==> src/rtl/sp_ram_fifo_ctrl.sv <==
// -----------------------------------------------------------------------------
// sp_ram_fifo_ctrl
//
// FIFO controller for a single-port block RAM with no output register and
// WRITE_FIRST behaviour. The controller owns the RAM port (ena/wea/addra/dina)
// and reads back douta. It presents a valid/ready FIFO interface to the user.
// A two-entry output buffer hides the one-cycle RAM read latency.
//
// Only one RAM operation can run per cycle. When reads and writes compete for
// the port, the grant alternates between them.
//
// Optional feature: define SP_FIFO_AFULL_EN to add the registered almost_full
// output and its AFULL_THRESH parameter.
//
// Ports
//   clka, resetn         clock (rising edge), asynchronous active-low reset
//   in_valid/in_ready    write handshake, in_data is the write word
//   out_valid/out_ready  read handshake, out_data is the head word
//   level                words in RAM + read in flight + buffered words
//   ram_ena/ram_wea      RAM enable / write enable
//   ram_addra/ram_dina   RAM address / write data
//   ram_douta            RAM read data (valid the cycle after a read)
//   almost_full          ram_cnt >= AFULL_THRESH, registered (macro only)
// -----------------------------------------------------------------------------
module sp_ram_fifo_ctrl #(
  parameter int ADDR_W = 12,
  parameter int DATA_W = 9
`ifdef SP_FIFO_AFULL_EN
  , parameter int AFULL_THRESH = 4032
`endif
) (
  input  logic              clka,
  input  logic              resetn,
  input  logic              in_valid,
  output logic              in_ready,
  input  logic [DATA_W-1:0] in_data,
  output logic              out_valid,
  input  logic              out_ready,
  output logic [DATA_W-1:0] out_data,
  output logic [ADDR_W+1:0] level,
  output logic              ram_ena,
  output logic              ram_wea,
  output logic [ADDR_W-1:0] ram_addra,
  output logic [DATA_W-1:0] ram_dina,
  input  logic [DATA_W-1:0] ram_douta
`ifdef SP_FIFO_AFULL_EN
  , output logic            almost_full
`endif
);

  typedef enum logic {GRANT_READ = 1'b0, GRANT_WRITE = 1'b1} grant_e;

  localparam logic [ADDR_W:0] DEPTH = {1'b1, {ADDR_W{1'b0}}};

  logic [ADDR_W-1:0] wr_ptr_q, wr_ptr_d;
  logic [ADDR_W-1:0] rd_ptr_q, rd_ptr_d;
  logic [ADDR_W:0]   ram_cnt_q, ram_cnt_d;
  logic              rd_inflight_q;
  logic [1:0]        buf_cnt_q, buf_cnt_d;
  logic [DATA_W-1:0] buf0_q, buf0_d;
  logic [DATA_W-1:0] buf1_q, buf1_d;
  grant_e            last_grant_q, last_grant_d;

  logic rd_want, wr_full, wr_go, rd_go, push, pop;

  // A read is only worth issuing if the word will have a buffer slot when it
  // lands; counting the in-flight read makes buffer overflow impossible.
  assign rd_want = (ram_cnt_q != '0) &&
                   ((buf_cnt_q == 2'd0) || ((buf_cnt_q == 2'd1) && !rd_inflight_q));
  assign wr_full = (ram_cnt_q == DEPTH);

  // in_ready is a function of state only. Yielding to a pending read after a
  // write makes the grants alternate under contention. Gating with resetn
  // keeps the port closed while reset is held.
  assign in_ready = resetn && !wr_full && !(rd_want && (last_grant_q == GRANT_WRITE));
  assign wr_go    = in_valid && in_ready;
  assign rd_go    = rd_want && !wr_go;

  assign ram_ena   = wr_go || rd_go;
  assign ram_wea   = wr_go;
  assign ram_addra = wr_go ? wr_ptr_q : rd_ptr_q;
  assign ram_dina  = in_data;

  // douta is only meaningful in the cycle after a read. After a write it
  // echoes the written word, so it is ignored then.
  assign push      = rd_inflight_q;
  assign out_valid = (buf_cnt_q != 2'd0);
  assign pop       = out_valid && out_ready;
  assign out_data  = buf0_q;

  assign level = {1'b0, ram_cnt_q}
               + {{ADDR_W{1'b0}}, buf_cnt_q}
               + {{(ADDR_W+1){1'b0}}, rd_inflight_q};

  // NOTE: every signal written in always_comb gets a default first, so no
  // path leaves it unassigned and no latch is inferred.
  always_comb begin
    wr_ptr_d     = wr_ptr_q;
    rd_ptr_d     = rd_ptr_q;
    ram_cnt_d    = ram_cnt_q;
    last_grant_d = last_grant_q;
    if (wr_go) begin
      wr_ptr_d     = wr_ptr_q + 1'b1;
      ram_cnt_d    = ram_cnt_q + 1'b1;
      last_grant_d = GRANT_WRITE;
    end else if (rd_go) begin
      rd_ptr_d     = rd_ptr_q + 1'b1;
      ram_cnt_d    = ram_cnt_q - 1'b1;
      last_grant_d = GRANT_READ;
    end
  end

  // Output buffer: buf0 is always the head. A pop shifts buf1 forward.
  always_comb begin
    buf0_d    = buf0_q;
    buf1_d    = buf1_q;
    buf_cnt_d = buf_cnt_q;
    case ({push, pop})
      2'b10: begin
        if (buf_cnt_q == 2'd0) buf0_d = ram_douta;
        else                   buf1_d = ram_douta;
        buf_cnt_d = buf_cnt_q + 2'd1;
      end
      2'b01: begin
        buf0_d    = buf1_q;
        buf_cnt_d = buf_cnt_q - 2'd1;
      end
      2'b11: begin
        if (buf_cnt_q == 2'd1) begin
          buf0_d = ram_douta;
        end else begin
          buf0_d = buf1_q;
          buf1_d = ram_douta;
        end
      end
      default: ;
    endcase
  end

  // NOTE: state registers use non-blocking assignments, so every flop samples
  // the pre-edge value of the others regardless of evaluation order.
  always_ff @(posedge clka or negedge resetn) begin
    if (!resetn) begin
      wr_ptr_q      <= '0;
      rd_ptr_q      <= '0;
      ram_cnt_q     <= '0;
      rd_inflight_q <= 1'b0;
      buf_cnt_q     <= 2'd0;
      last_grant_q  <= GRANT_READ;
    end else begin
      wr_ptr_q      <= wr_ptr_d;
      rd_ptr_q      <= rd_ptr_d;
      ram_cnt_q     <= ram_cnt_d;
      rd_inflight_q <= rd_go;
      buf_cnt_q     <= buf_cnt_d;
      last_grant_q  <= last_grant_d;
    end
  end

  // NOTE: buffer data is not reset; buf_cnt_q alone decides which entries are
  // meaningful, so the data flops stay plain and cheap.
  always_ff @(posedge clka) begin
    buf0_q <= buf0_d;
    buf1_q <= buf1_d;
  end

`ifdef SP_FIFO_AFULL_EN
  localparam logic [ADDR_W:0] AFULL_LVL = AFULL_THRESH[ADDR_W:0];
  logic almost_full_q;

  always_ff @(posedge clka or negedge resetn) begin
    if (!resetn) almost_full_q <= 1'b0;
    else         almost_full_q <= (ram_cnt_q >= AFULL_LVL);
  end

  assign almost_full = almost_full_q;
`endif

endmodule

==> config.mk <==
export PLATFORM = sky130hd
export DESIGN_NAME = sp_ram_fifo_ctrl
export DESIGN_NICKNAME = d
export VERILOG_FILES = /design/src/rtl/sp_ram_fifo_ctrl.sv
export SDC_FILE = /design/constraint.sdc
export NUM_CORES = 1
export LEC_CHECK = 0
export ABC_AREA = 1
export CELL_PAD_IN_SITES_DETAIL_PLACEMENT = 1
export CELL_PAD_IN_SITES_GLOBAL_PLACEMENT = 1
export CORE_MARGIN = 2
export CORE_UTILIZATION = 43
export DETAILED_ROUTE_END_ITERATION = 8
export PLACE_DENSITY = 0.95
export SLEW_MARGIN = 25
export SYNTH_ARGS = -nofsm -noshare
export SYNTH_HDL_FRONTEND = slang
export SYNTH_SLANG_ARGS = --single-unit
==> constraint.sdc <==
create_clock -name clka -period 4.14 [get_ports clka]
set_input_delay 0.828 -clock clka [delete_from_list [all_inputs] [get_ports clka]]
set_output_delay 0.828 -clock clka [all_outputs]
set_load 0.1 [all_outputs]
# After elaboration in Yosys (flattened, before gate mapping)
# Index checks and enable logic that the tools add are counted.
# classes
add_sub_neg	8
n_eq_ne	8
mux	12
bitwise_logic	1
n_reduce_logical	24
# ops
op	n
2-to-1 mux 9 bit	4
case mux 9 bit (3 select lines)	1
2-to-1 mux 13 bit	2
adder 12 x 1 -> 12 bit (second input constant)	2
case mux 9 bit (2 select lines)	1
adder 13 x 2 -> 14 bit	1
adder 14 x 1 -> 14 bit	1
adder 13 x 1 -> 13 bit (second input constant)	1
equality test 13 bit (second input constant)	1
nonzero test 13 bit	1
subtractor 13 x 1 -> 13 bit (second input constant)	1
2-to-1 mux 12 bit	1
logical AND 1 bit	8
nonzero test 2 bit	4
!= test 2 bit (second input constant)	3
equality test 2 x 1 -> 1 bit (second input constant)	2
equality test 2 bit (second input constant)	2
zero test 1 bit	4
case mux 2 bit (2 select lines)	1
AND reduction 2 bit	2
AND reduction 3 bit	1
nonzero test 3 bit	1
adder 2 x 1 -> 2 bit (second input constant)	1
zero test 2 bit	1
4 further kinds	6
# totals
reg_bits	59
output_inout_bits	48
word_cells	61

# Depth between registers and ports, before layout
# Gate-level depths: netlist (run 1).
# logic_depth
word_depth	12
mapped_depth	18

# Worst setup path after synthesis (run 1)
# Ideal clock, no wire load.
# synth_path
path_type	register to output
startpoint	register ram_cnt_q[0]
endpoint	output port level[13]
arrival_ns	4.234
setup_slack_ns	-0.922
stages_incl_launch_ff	10
n_path_buf	0
path_cell_list	dfrtp_1 inv_1 fa_1 inv_1 nand3_1 nand2_1 nand3_1 inv_1 nand3_1 nor4_1
# synth_via
elab_chain_cells	2
# synth_lines
item	line_no	source
from (decl)	57	logic [ADDR_W:0] ram_cnt_q, ram_cnt_d;
from (signal assigned)	153	ram_cnt_q <= ram_cnt_d;
adder 13 x 2 -> 14 bit	92	+ {{ADDR_W{1'b0}}, buf_cnt_q}
adder 14 x 1 -> 14 bit	93	+ {{(ADDR_W+1){1'b0}}, rd_inflight_q};
to (decl)	40	output logic [ADDR_W+1:0] level,
# Every way passes these cells.

# Worst setup path in the final report (run 1)
# layout_path
startpoint	register ram_cnt_q[0]
endpoint	output port level[12]
# Same word-level chain as after synthesis.

==> results.cfg, run 1 <==
[status]
outcome = completed

[worst_hold_path]
holdPathStages = 1
hp-class = flip-flop to flip-flop

[clock_network]
htreeDepth = 3
cts_made_buffers = 9
clockBufferDepth = 2
root_buffer = clkbuf_8
cts_setup_buffers = 0
cts_resized = 0
cts_tree = built
clkTransAtPathRegs_ns = 0.07
hold_buffers = 0
clk_latency_ns = 0.35
clkSinkCount = 59

[floorplan]
ios = 70
die_w_um = 99.51
coreArea_mm2 = 0.008763
dieArea_mm2 = 0.009902
initial_core_util = 0.4476
rows = 34
die_h_um = 99.51

[worst_setup_path]
cp-end-kind = output port
worst_r2r_path_depth = 16
critPathArrivalTime_ns = 2.95
path_max_fanout = 5
crit_path_start_kind = flip-flop
crit_required_ns = 3.31
path_class = flip-flop to output port

[sta]
tightest_slew_ns = 0.9826
min_period_ns = 3.780
max_freq_mhz = 264.6
maxSlewViolCount = 0
finalCritPeriodShare = 0.9130
setup_viol = 0
hold_violations = 0
whs_ns = 0.5045
final.setup_skew_ns = 0.009170
rsz0062_at_grt = false
max_slew_margin = 0.3429

[layout]
antenna_cells = 0
layout.cells.most_common = nand2_1
stdcell_count = 634
most-common-layout-cells = nand2_1 (101), inv_1 (64), dfrtp_1 (41)
fin_util = 0.5478
fin_nets = 565
design_area_mm2 = 0.004801
drive_gt1_frac = 0.1597
area_delta_synth_final_pct = 22.39

[global_routing]
grt_max_degree = 42
antenna_found_initial = 0
grt_use_total = 0.2452
grt_pass1_vias = 3907
grt_overflow = 0
grt_first_pass_wirelength_mm = 19.08

[logic_synthesis]
synth_xor_area_frac = 0.08262
yosysWarnings = 0
synth_top_family_by_area = simple AND/OR/NAND/NOR gates
synth_compound_area_frac = 0.1244
syn_area_per_cell_um2 = 8.293
yosysUniqueCellTypes = 36
synth_nets = 517
netlist_area_mm2 = 0.003923
yosys_register_bits = 59
synth_mux_area_frac = 0
yosysSeqAreaShare = 0.3994
syn_inst = 473
synth_simple_gate_area_frac = 0.2156
synth_fa_ha_area_frac = 0.07592

[placed_design]
globalplace.congestion = 0.8937
dpl.hpwl_mm = 8.219
dpl_cell_area_mm2 = 0.004573
portBuffers = 51
dpl.cell_count = 618

[route]
dr_total_vias = 3510
wirelength_mm = 11.69
viasPerCell = 5.536
drc_errors = 0
drt_first_pass_iters = 4
ant_nets = 0
wl_per_cell_um = 18.44
drt-initial-drc-count = 135

[job]
maxCapViolCount = 0
==> final timing paths <==
check	start	endpoint	slack, ns
min reg2reg	wr_ptr_q[2]	wr_ptr_q[2]	0.50
min	wr_ptr_q[2]	wr_ptr_q[2]	0.50
max reg2reg	buf_cnt_q[1]	ram_cnt_q[12]	0.61
max	ram_cnt_q[0]	level[12]	0.36
min in group asynchronous	resetn	wr_ptr_q[6]	0.60
max in group asynchronous	resetn	ram_cnt_q[4]	3.16
==> sequential cells by signal (all words and copies together), names as in the netlist <==
register      count
ram_cnt_q        13
rd_ptr_q         12
wr_ptr_q         12
buf1_q            9
out_data          9
buf_cnt_q         2
last_grant_q      1
push              1
==> cells by family after synthesis <==
logic type / after synthesis
AND/OR/NAND/NOR: 189
buffers and inverters: 84
AO/OA/AOI/OAI: 82
flip-flops: 59
XOR/XNOR: 37
adder cells (fa/ha/maj): 22
==> layer usage <==
metal,global-route usage,wire length (µm),share of wire,vias up
li1,-,-,-,1620
met1,0.2700,4544,0.39,1748
met2,0.4485,6245,0.53,104
met3,0.04568,431,0.037,38
met4,0.1243,468,0.040,0
met5,0,0,0,-
==> per-stage QoR <==
stage                     setup WS (ns)  TNS [ns]
after global routing             0.1648         0
after global placement           0.8822         0
final                            0.3601         0
after CTS                        0.3342         0
after detailed placement         0.7227         0
after floorplan                 -0.1389   -0.4168
==> cells in the mapped netlist <==
library cell | number | area, µm²
inv_1 | 64 | 240.2
edfxtp_1 | 18 | 540.5
xnor2_1 | 6 | 52.55
buf_4 | 10 | 75.07
clkbuf_1 | 1 | 3.750
o21bai_1 | 1 | 7.510
a21boi_2 | 1 | 11.26
o21ai_0 | 36 | 180.2
a21oi_1 | 12 | 60.06
nand3b_1 | 1 | 7.510
buf_6 | 6 | 67.56
or2_2 | 1 | 6.260
nor3_1 | 13 | 65.06
nor2_4 | 2 | 22.52
xor2_1 | 31 | 271.5
o21ai_2 | 15 | 131.4
a21o_1 | 3 | 22.52
nand4_1 | 3 | 18.77
fa_1 | 3 | 60.06
ha_1 | 19 | 237.7
nand3_2 | 1 | 10.01
nor2_2 | 2 | 12.51
nor4_1 | 3 | 18.77
nand2_2 | 4 | 25.02
a21oi_2 | 1 | 8.760
o21ai_1 | 12 | 60.06
a31oi_1 | 1 | 6.260
nand2_1 | 101 | 379.1
nand3_4 | 1 | 17.52
dfrtp_1 | 41 | 1026
inv_4 | 1 | 6.260
nand3_1 | 28 | 140.1
nor3_2 | 1 | 10.01
inv_2 | 2 | 7.510
nand2_4 | 1 | 11.26
nor2_1 | 27 | 101.4
==> worst max-delay path: stages, from the launching register on <==
cell	delay [ns]
dfrtp_1	0.45
inv_1	0.13
fa_1	0.42
inv_1	0.09
fa_1	0.20
nand3_1	0.13
nor3_2	0.22
nand3_1	0.20
nor2_1	0.20
nand3_1	0.11
xor2_1	0.24
buf_12	0.21
==> cell type report <==
type / instances / area (µm²)
Inverter: 67 / 254.0
Multi-Input combinational cell: 330 / 1966
Sequential cell: 59 / 1567
Timing Repair Buffer: 54 / 655.6
Clock buffer: 9 / 123.9
Tap cell: 108 / 135.1
Fill cell: 1033 / 3963
Clock inverter: 7 / 100.1
Power of run 1 is left out: the tool's default activity adds up to more than one toggle a clock period on the data nets, which glitch-free logic cannot reach.
==> inputs of run 2 (changes only) <==
--- a/config.mk
+++ b/config.mk
@@ -10,6 +10,7 @@
 export CELL_PAD_IN_SITES_GLOBAL_PLACEMENT = 1
 export CORE_MARGIN = 2
 export CORE_UTILIZATION = 43
+export CTS_BUF_LIST = sky130_fd_sc_hd__clkbuf_16
 export DETAILED_ROUTE_END_ITERATION = 8
 export PLACE_DENSITY = 0.95
 export SLEW_MARGIN = 25
==> results.cfg, run 2 (same netlist as run 1, synthesis figures left out) <==
[placed_design]
dpl.cell_count = 618
globalplace.congestion = 0.8937
dpl_cell_area_mm2 = 0.004573
dpl.hpwl_mm = 8.219
portBuffers = 51

[clock_network]
clkSinkCount = 59
clk_latency_ns = 0.34
cts_setup_buffers = 0
htreeDepth = 3
hold_buffers = 0
root_buffer = clkbuf_16
clkTransAtPathRegs_ns = 0.05
cts_resized = 0
cts_tree = built
cts_made_buffers = 9
clockBufferDepth = 2

[layout]
nFillCells = 1036
antenna_cells = 0
stdcell_count = 634
ff_latch_area_mm2 = 0.001567
drive_gt1_frac = 0.1597
fin_nets = 565
area_delta_synth_final_pct = 24.98
most-common-layout-cells = nand2_1 (101), inv_1 (64), dfrtp_1 (41)
layout.cells.most_common = nand2_1
top_register = ram_cnt_q
multi_input_area_mm2 = 0.001966
top_regs = ram_cnt_q x13, rd_ptr_q x12, wr_ptr_q x12
largest_register_ffs = 13
design_area_mm2 = 0.004902

[sta]
max_freq_mhz = 264.1
hold_violations = 0
rsz0062_at_grt = false
max_slew_margin = 0.3176
tightest_slew_ns = 1.024
finalSetupTns_ns = 0
min_period_ns = 3.787
final.setup_skew_ns = 0.01080
finalCritPeriodShare = 0.9147
setup_viol = 0
maxSlewViolCount = 0

[worst_hold_path]
hp-class = flip-flop to flip-flop

[global_routing]
grt_use_total = 0.2673
grt_first_pass_wirelength_mm = 20.41
grt_overflow = 0
antenna_found_initial = 0
grt_max_degree = 42
grt_pass1_vias = 3964

[floorplan]
initial_core_util = 0.4476
ios = 70
die_w_um = 99.51
die_h_um = 99.51
coreArea_mm2 = 0.008763
rows = 34
dieArea_mm2 = 0.009902

[worst_setup_path]
cp_common_cell = nand3_1
critPathArrivalTime_ns = 2.96
path_max_fanout = 5
crit_required_ns = 3.31
cp-end-kind = output port
crit_chain = inv_1 > fa_1 > inv_1 > fa_1 > nand3_1 > nor3_2 > nand3_1 > nor2_1 > nand3_1 > xor2_1 > buf_12
reg2reg_slack_ns = 0.70
cpLargestDelayFamily = simple AND/OR/NAND/NOR gates
r2r_end = ram_cnt_q[12]
path_depth = 11
r2r_start = buf_cnt_q[1]
crit_path_end = level[12]
cp_num_buf_inv = 3
worst_r2r_path_depth = 16
slowest_stage = dfrtp_1
startpoint = ram_cnt_q[0]
crit_path_start_kind = flip-flop
path_class = flip-flop to output port
slowest_delay_ns = 0.45

[route]
dr_total_vias = 3575
wl_per_cell_um = 20.14
wirelength_mm = 12.77
ant_nets = 0
viasPerCell = 5.639
drt-initial-drc-count = 194
drt_first_pass_iters = 4
drc_errors = 0

[status]
outcome = completed

[job]
maxCapViolCount = 0
run 2: cell counts in the layout (fill, tap and decap cells not counted):
Identical to the previous run, type by type.
run 2: metrics by stage:
stage	hold slack, ns	utilization	setup WS [ns]
3_5_place_dp	0.4562	0.5218	0.7227
4_1_cts	0.5058	0.5590	0.3503
3_3_place_gp	0.4547	0.5218	0.8822
2_1_floorplan	0.4416	-	-0.1389
5_1_grt	0.5325	0.5594	0.1859
6_report	0.5084	0.5594	0.3533
run 2: worst min path at each step:
stage             endpoint  slack, ns   startpoint  cells after the start
4_1_cts        wr_ptr_q[2]       0.51  wr_ptr_q[2]                      1
6_report       wr_ptr_q[2]       0.51  wr_ptr_q[2]                      1
2_1_floorplan  wr_ptr_q[2]       0.44  wr_ptr_q[2]                      1
3_3_place_gp   wr_ptr_q[2]       0.45  wr_ptr_q[2]                      1
5_1_grt        wr_ptr_q[2]       0.53  wr_ptr_q[2]                      1
3_5_place_dp   wr_ptr_q[2]       0.46  wr_ptr_q[2]                      1
run 2: final cells by class:
| type | count | area share |
|---|---|---|
| tap | 108 | 0.02757 |
| inverter | 67 | 0.05181 |
| sequential | 59 | 0.3196 |
| multi-input combinational | 330 | 0.4010 |
| clock inverter | 7 | 0.02042 |
| timing repair buffer | 54 | 0.1337 |
| clock buffer | 9 | 0.04594 |
run 2: layer usage:
metal / vias to the layer above / GRT usage / share of wire
li1: 1626 / - / -
met1: 1771 / 0.2944 / 0.39
met2: 131 / 0.4860 / 0.53
met3: 47 / 0.05060 / 0.041
met4: 0 / 0.1401 / 0.041
met5: - / 0 / 0
run 2: worst reg2reg max path, stage by stage, from the launching register on:
cell,delay [ns]
dfrtp_1,0.43
inv_1,0.12
ha_1,0.19
inv_1,0.07
o21ai_0,0.37
nand3_2,0.19
nand2_2,0.13
nor2_4,0.11
fa_1,0.48
o21ai_0,0.51
inv_1,0.15
nor2_1,0.20
nor2_1,0.07
nand2_1,0.09
nand2_1,0.07
nand2_1,0.06
nand2_1,0.07
Power of run 2 is left out for the same reason.
==> patch 1 (settings of run 2) <==
Build with the macro `SP_FIFO_AFULL_EN` defined.
--- a/src/rtl/sp_ram_fifo_ctrl.sv
+++ b/src/rtl/sp_ram_fifo_ctrl.sv
@@ -23,4 +23,6 @@
 //   almost_full          ram_cnt >= AFULL_THRESH, registered (macro only)
 // -----------------------------------------------------------------------------
+`define SP_FIFO_AFULL_EN
+
 module sp_ram_fifo_ctrl #(
   parameter int ADDR_W = 12,
Function (old outputs only; new: almost_full): kept (equiv_simple and equiv_induct, registers matched by name and starting in step).
==> patch 1 against run 2 <==
  * Area after synthesis shrank 0.57%
  * Synthesized cell count up 0.63%
  * Setup slack worse by 0.13 ns
  * Final area shrank 0.89%
  * Critical endpoint is now level[9]
  * Routed wire length fell by 3.5%
  * Sequential cell count is 1 higher
  * Final cell count grew 0.47%
Power is not shown: default switching activity piles up to over one toggle a cycle in this logic, so the estimate is an artifact.
==> patch 1: results (changes against run 2) <==
- The cell count after placement is 621 (+0.49%).
- The vias after detailed routing was 3485 (-2.5%).
- The pre-CTS worst setup slack is 0.632 ns (-0.0903 ns).
- The run finished with clean final reports.
- The routed length on met2 was 6550 um (-3.6%).
- The capturing element of the worst setup path is level[9].
- The total number of nets in the final design is 568 (+0.53%).
- The transition at the pin with the smallest max-transition slack was 0.994 ns (-0.0291 ns).
- The instance area at placement was 0.00456 mm^2 (-0.33%).
- The fraction of registers with async set or reset after synthesis came to 70.0% (+0.51 points).
- The global routing met2 resource utilization is 47.8% (-0.83 points).
- Ranked by instance count, the synthesized netlist is headed by nand2_1 (109), inv_1 (69), o21ai_0 (44).
- The fmax is 255 MHz (-3.4%).
- The global-route met1 utilization is 30.8% (+1.3 points).
- The estimated wirelength of the detail-placed design came to 8550 um (+4.1%).
- The total met3 wirelength after detailed routing is 474 um (-10%).
- The wire length per cell is 19.3 um (-4.0%).
- The sequential fraction of the synthesis area is 40.8% (+0.87 points).
- The wire length of the first global-routing pass is 20200 um (-1.1%).
- The worst path arrival time was 3.09 ns (+0.13 ns).
- The synthesized area per cell came to 8.19 um^2 (-1.2%).
- The number of optimization iterations in the first detailed-route pass is 5 (+1).
- The quantity of I/O buffers inserted on ports is 52 (+2.0%).
- The ratio of routed vias to standard cells is 5.47 (-3.0%).
- The routability congestion estimate from global placement is 0.841 (-5.9%).
==> patch 1: changes by cell type in the layout (fill, tap and decap cells not counted), moves of 2 or more <==
cell,delta
nor2_1,+3
nand2_1,+8
buf_12,-2
nand2_2,-2
o21ai_0,-2
inv_1,+5
o21ai_1,-4
nand3b_1,+2
nor2_2,+2
a21oi_1,-3
==> patch 1: logic make-up (layout without fill, tap and decap cells) <==
group	count (synthesis)	in the layout	synth area share (%)
XOR/XNOR	38	38	8.73
flip-flops	60	60	40.8
AND/OR/NAND/NOR	196	196	22.0
buffers and inverters	88	141	10.5
adder cells (fa/ha/maj)	22	22	7.64
AO/OA/AOI/OAI	72	72	10.4
==> patch 1: area by class of cell <==
cell class | count | area [um^2]
well taps | 108 | 135
flip-flops and latches | 60 | 1590
repair buffers | 54 | 633
fillers | 1033 | 3910
multi-input cells | 328 | 1930
clock buffers | 9 | 225
inverters | 71 | 267
clock inverters | 7 | 75.1
==> patch 2 (settings of run 2) <==
Made on the original files. Register the output `level`, cleared by the reset; this adds one clock of latency there. The other outputs are not delayed to match.
--- a/src/rtl/sp_ram_fifo_ctrl.sv
+++ b/src/rtl/sp_ram_fifo_ctrl.sv
@@ -89,7 +89,11 @@
   assign out_data  = buf0_q;
 
-  assign level = {1'b0, ram_cnt_q}
-               + {{ADDR_W{1'b0}}, buf_cnt_q}
-               + {{(ADDR_W+1){1'b0}}, rd_inflight_q};
+  always_ff @(posedge clka or negedge resetn) begin
+    if (!resetn) begin
+      level <= '0;
+    end else begin
+      level <= {1'b0, ram_cnt_q} + {{ADDR_W{1'b0}}, buf_cnt_q} + {{(ADDR_W+1){1'b0}}, rd_inflight_q};
+    end
+  end
 
   // NOTE: every signal written in always_comb gets a default first, so no
Formal check against the unedited RTL: not equivalent (a bounded check fails within 4 cycles, from zero or initial values and one cycle with resetn low).
==> patch 2 against run 2 <==
  * Final area rose by 6.4%
  * Count of clock-buffer cells in the layout did not move
  * Area after synthesis rose by 6.1%
  * Final cell count rose by 6.3%
  * Routed wire length rose by 13%
  * Setup slack improved by 0.030 ns
  * Non-clock buffer count rose by 1
  * Clock skew fell by 0.0020 ns
  * Global-route usage rose by 2.8 points
  * Synthesized cell count rose by 3.6%
  * Sequential cell count rose by 14
  * Critical path type is now register to register
Power is not shown: default switching activity piles up to over one toggle a cycle in this logic, so the estimate is an artifact.
==> patch 2: results (changes against run 2) <==
- The synthesized area per cell is 8.49 um^2 (+2.4%).
- The initial detailed-routing violation count is 197 (+1.5%).
- The via count of the first global-routing pass is 4177 (+5.4%).
- The transition at the pin with the smallest max-transition slack is 1.02 ns (-0.00824 ns).
- The kind of capture point of the worst setup path is a register.
- The worst clock skew is 0.00882 ns (-0.00199 ns).
- The largest registers in the layout are level (14), ram_cnt_q (13).
- The count of placed standard cells in the final layout, fillers left out is 674 (+6.3%).
- The run finished with clean final reports.
- The sequential fraction of the synthesis area is 46.1% (+6.1 points).
- The net count after synthesis is 534 (+3.3%).
- The cell count after placement is 657 (+6.3%).
- The maximum single-stage delay on the critical path is 0.60 ns (+0.15 ns).
- The estimated wirelength of the detail-placed design is 9000 um (+9.5%).
- The depth of the most critical reg-to-reg path came to 15 (-1).
- The fraction of layout instances using a drive strength above 1 is 8.81% (-7.2 points).
- The distinct cell type count after synthesis is 32 (-11%).
- The routability congestion estimate from global placement came to 0.896 (+0.23%).
- The commonest cells after synthesis are nand2_1 (115), inv_1 (69), dfrtp_1 (55).
- The post-CTS clock slew at the launch and capture registers of the worst setup and hold paths came to 0.07 ns (+0.02 ns).
- In this run the critical register-to-register path is launched from ram_cnt_q[1].
- The vias after detailed routing is 3764 (+5.3%).
- The worst reg-to-reg setup slack was 0.38 ns (-0.32 ns).
- The overall routed net length came to 14400 um (+13%).
- The wire length of the first global-routing pass is 23100 um (+13%).
- The worst path arrival time is 4.04 ns (+1.08 ns).
- The total routing resource utilization after global routing is 29.5% (+2.8 points).
- The final count of pins violating max slew came to 0 (unchanged).
- The library cell contributing the largest single delay on the critical path is ha_1.
- The total number of nets in the final design is 584 (+3.4%).
- The largest fanout on the critical path was 43 (+38).
- The maximum number of pins on one net before global-route repair came to 56 (+33%).
- By area the synthesized netlist is led by dfrtp_1 (33%), edfxtp_1 (13%), nand2_1 (10%).
- The worst setup path is launched from a register.
[patch 2: final cells by class]
class	instances	share of cell area [%]
Clock inverter	7	1.94
Inverter	71	5.11
Multi-Input combinational cell	330	35.9
Timing Repair Buffer	55	12.9
Clock buffer	9	4.32
Tap cell	129	3.09
Sequential cell	73	36.7
[patch 2: worst min path at each step]
stage	startpoint	to	slack (ns)	cells past startpoint
CTS	wr_ptr_q[2]	wr_ptr_q[2]	0.50	1
global placement	wr_ptr_q[2]	wr_ptr_q[2]	0.46	1
finish	wr_ptr_q[2]	wr_ptr_q[2]	0.50	1
floorplan	wr_ptr_q[2]	wr_ptr_q[2]	0.44	1
detailed placement	wr_ptr_q[2]	wr_ptr_q[2]	0.47	1
global route	wr_ptr_q[2]	wr_ptr_q[2]	0.52	1
[patch 2: cells by family after synthesis]
family          count (synthesis)  synth area share [%]
flops                          73                  46.1
compound gates                 68                  8.63
fa+ha+maj                      22                  7.16
xor+xnor                       37                  7.79
buf+inv                        87                  9.23
simple gates                  203                  21.1
[patch 2: through the flow]
stage / area [um^2] / setup slack [ns] / setup TNS, ns / util, %
after global placement: 4880 / 0.704 / 0 / 52.4
final: 5220 / 0.384 / 0 / 55.9
after detailed placement: 4880 / 0.523 / 0 / 52.4
after global routing: 5220 / 0.114 / 0 / 55.9
after CTS: 5210 / 0.449 / 0 / 55.9
after floorplan: 4180 / -0.274 / -2.19 / -
[patch 2: metal layers]
metal | global-route usage [%] | share of wire, % | vias to the layer above
met3 | 3.56 | 4.3 | 59
met2 | 50.8 | 51 | 148
met5 | 0 | 0 | -
met4 | 17.7 | 4.8 | 0
met1 | 35.3 | 40 | 1884
li1 | - | - | 1673
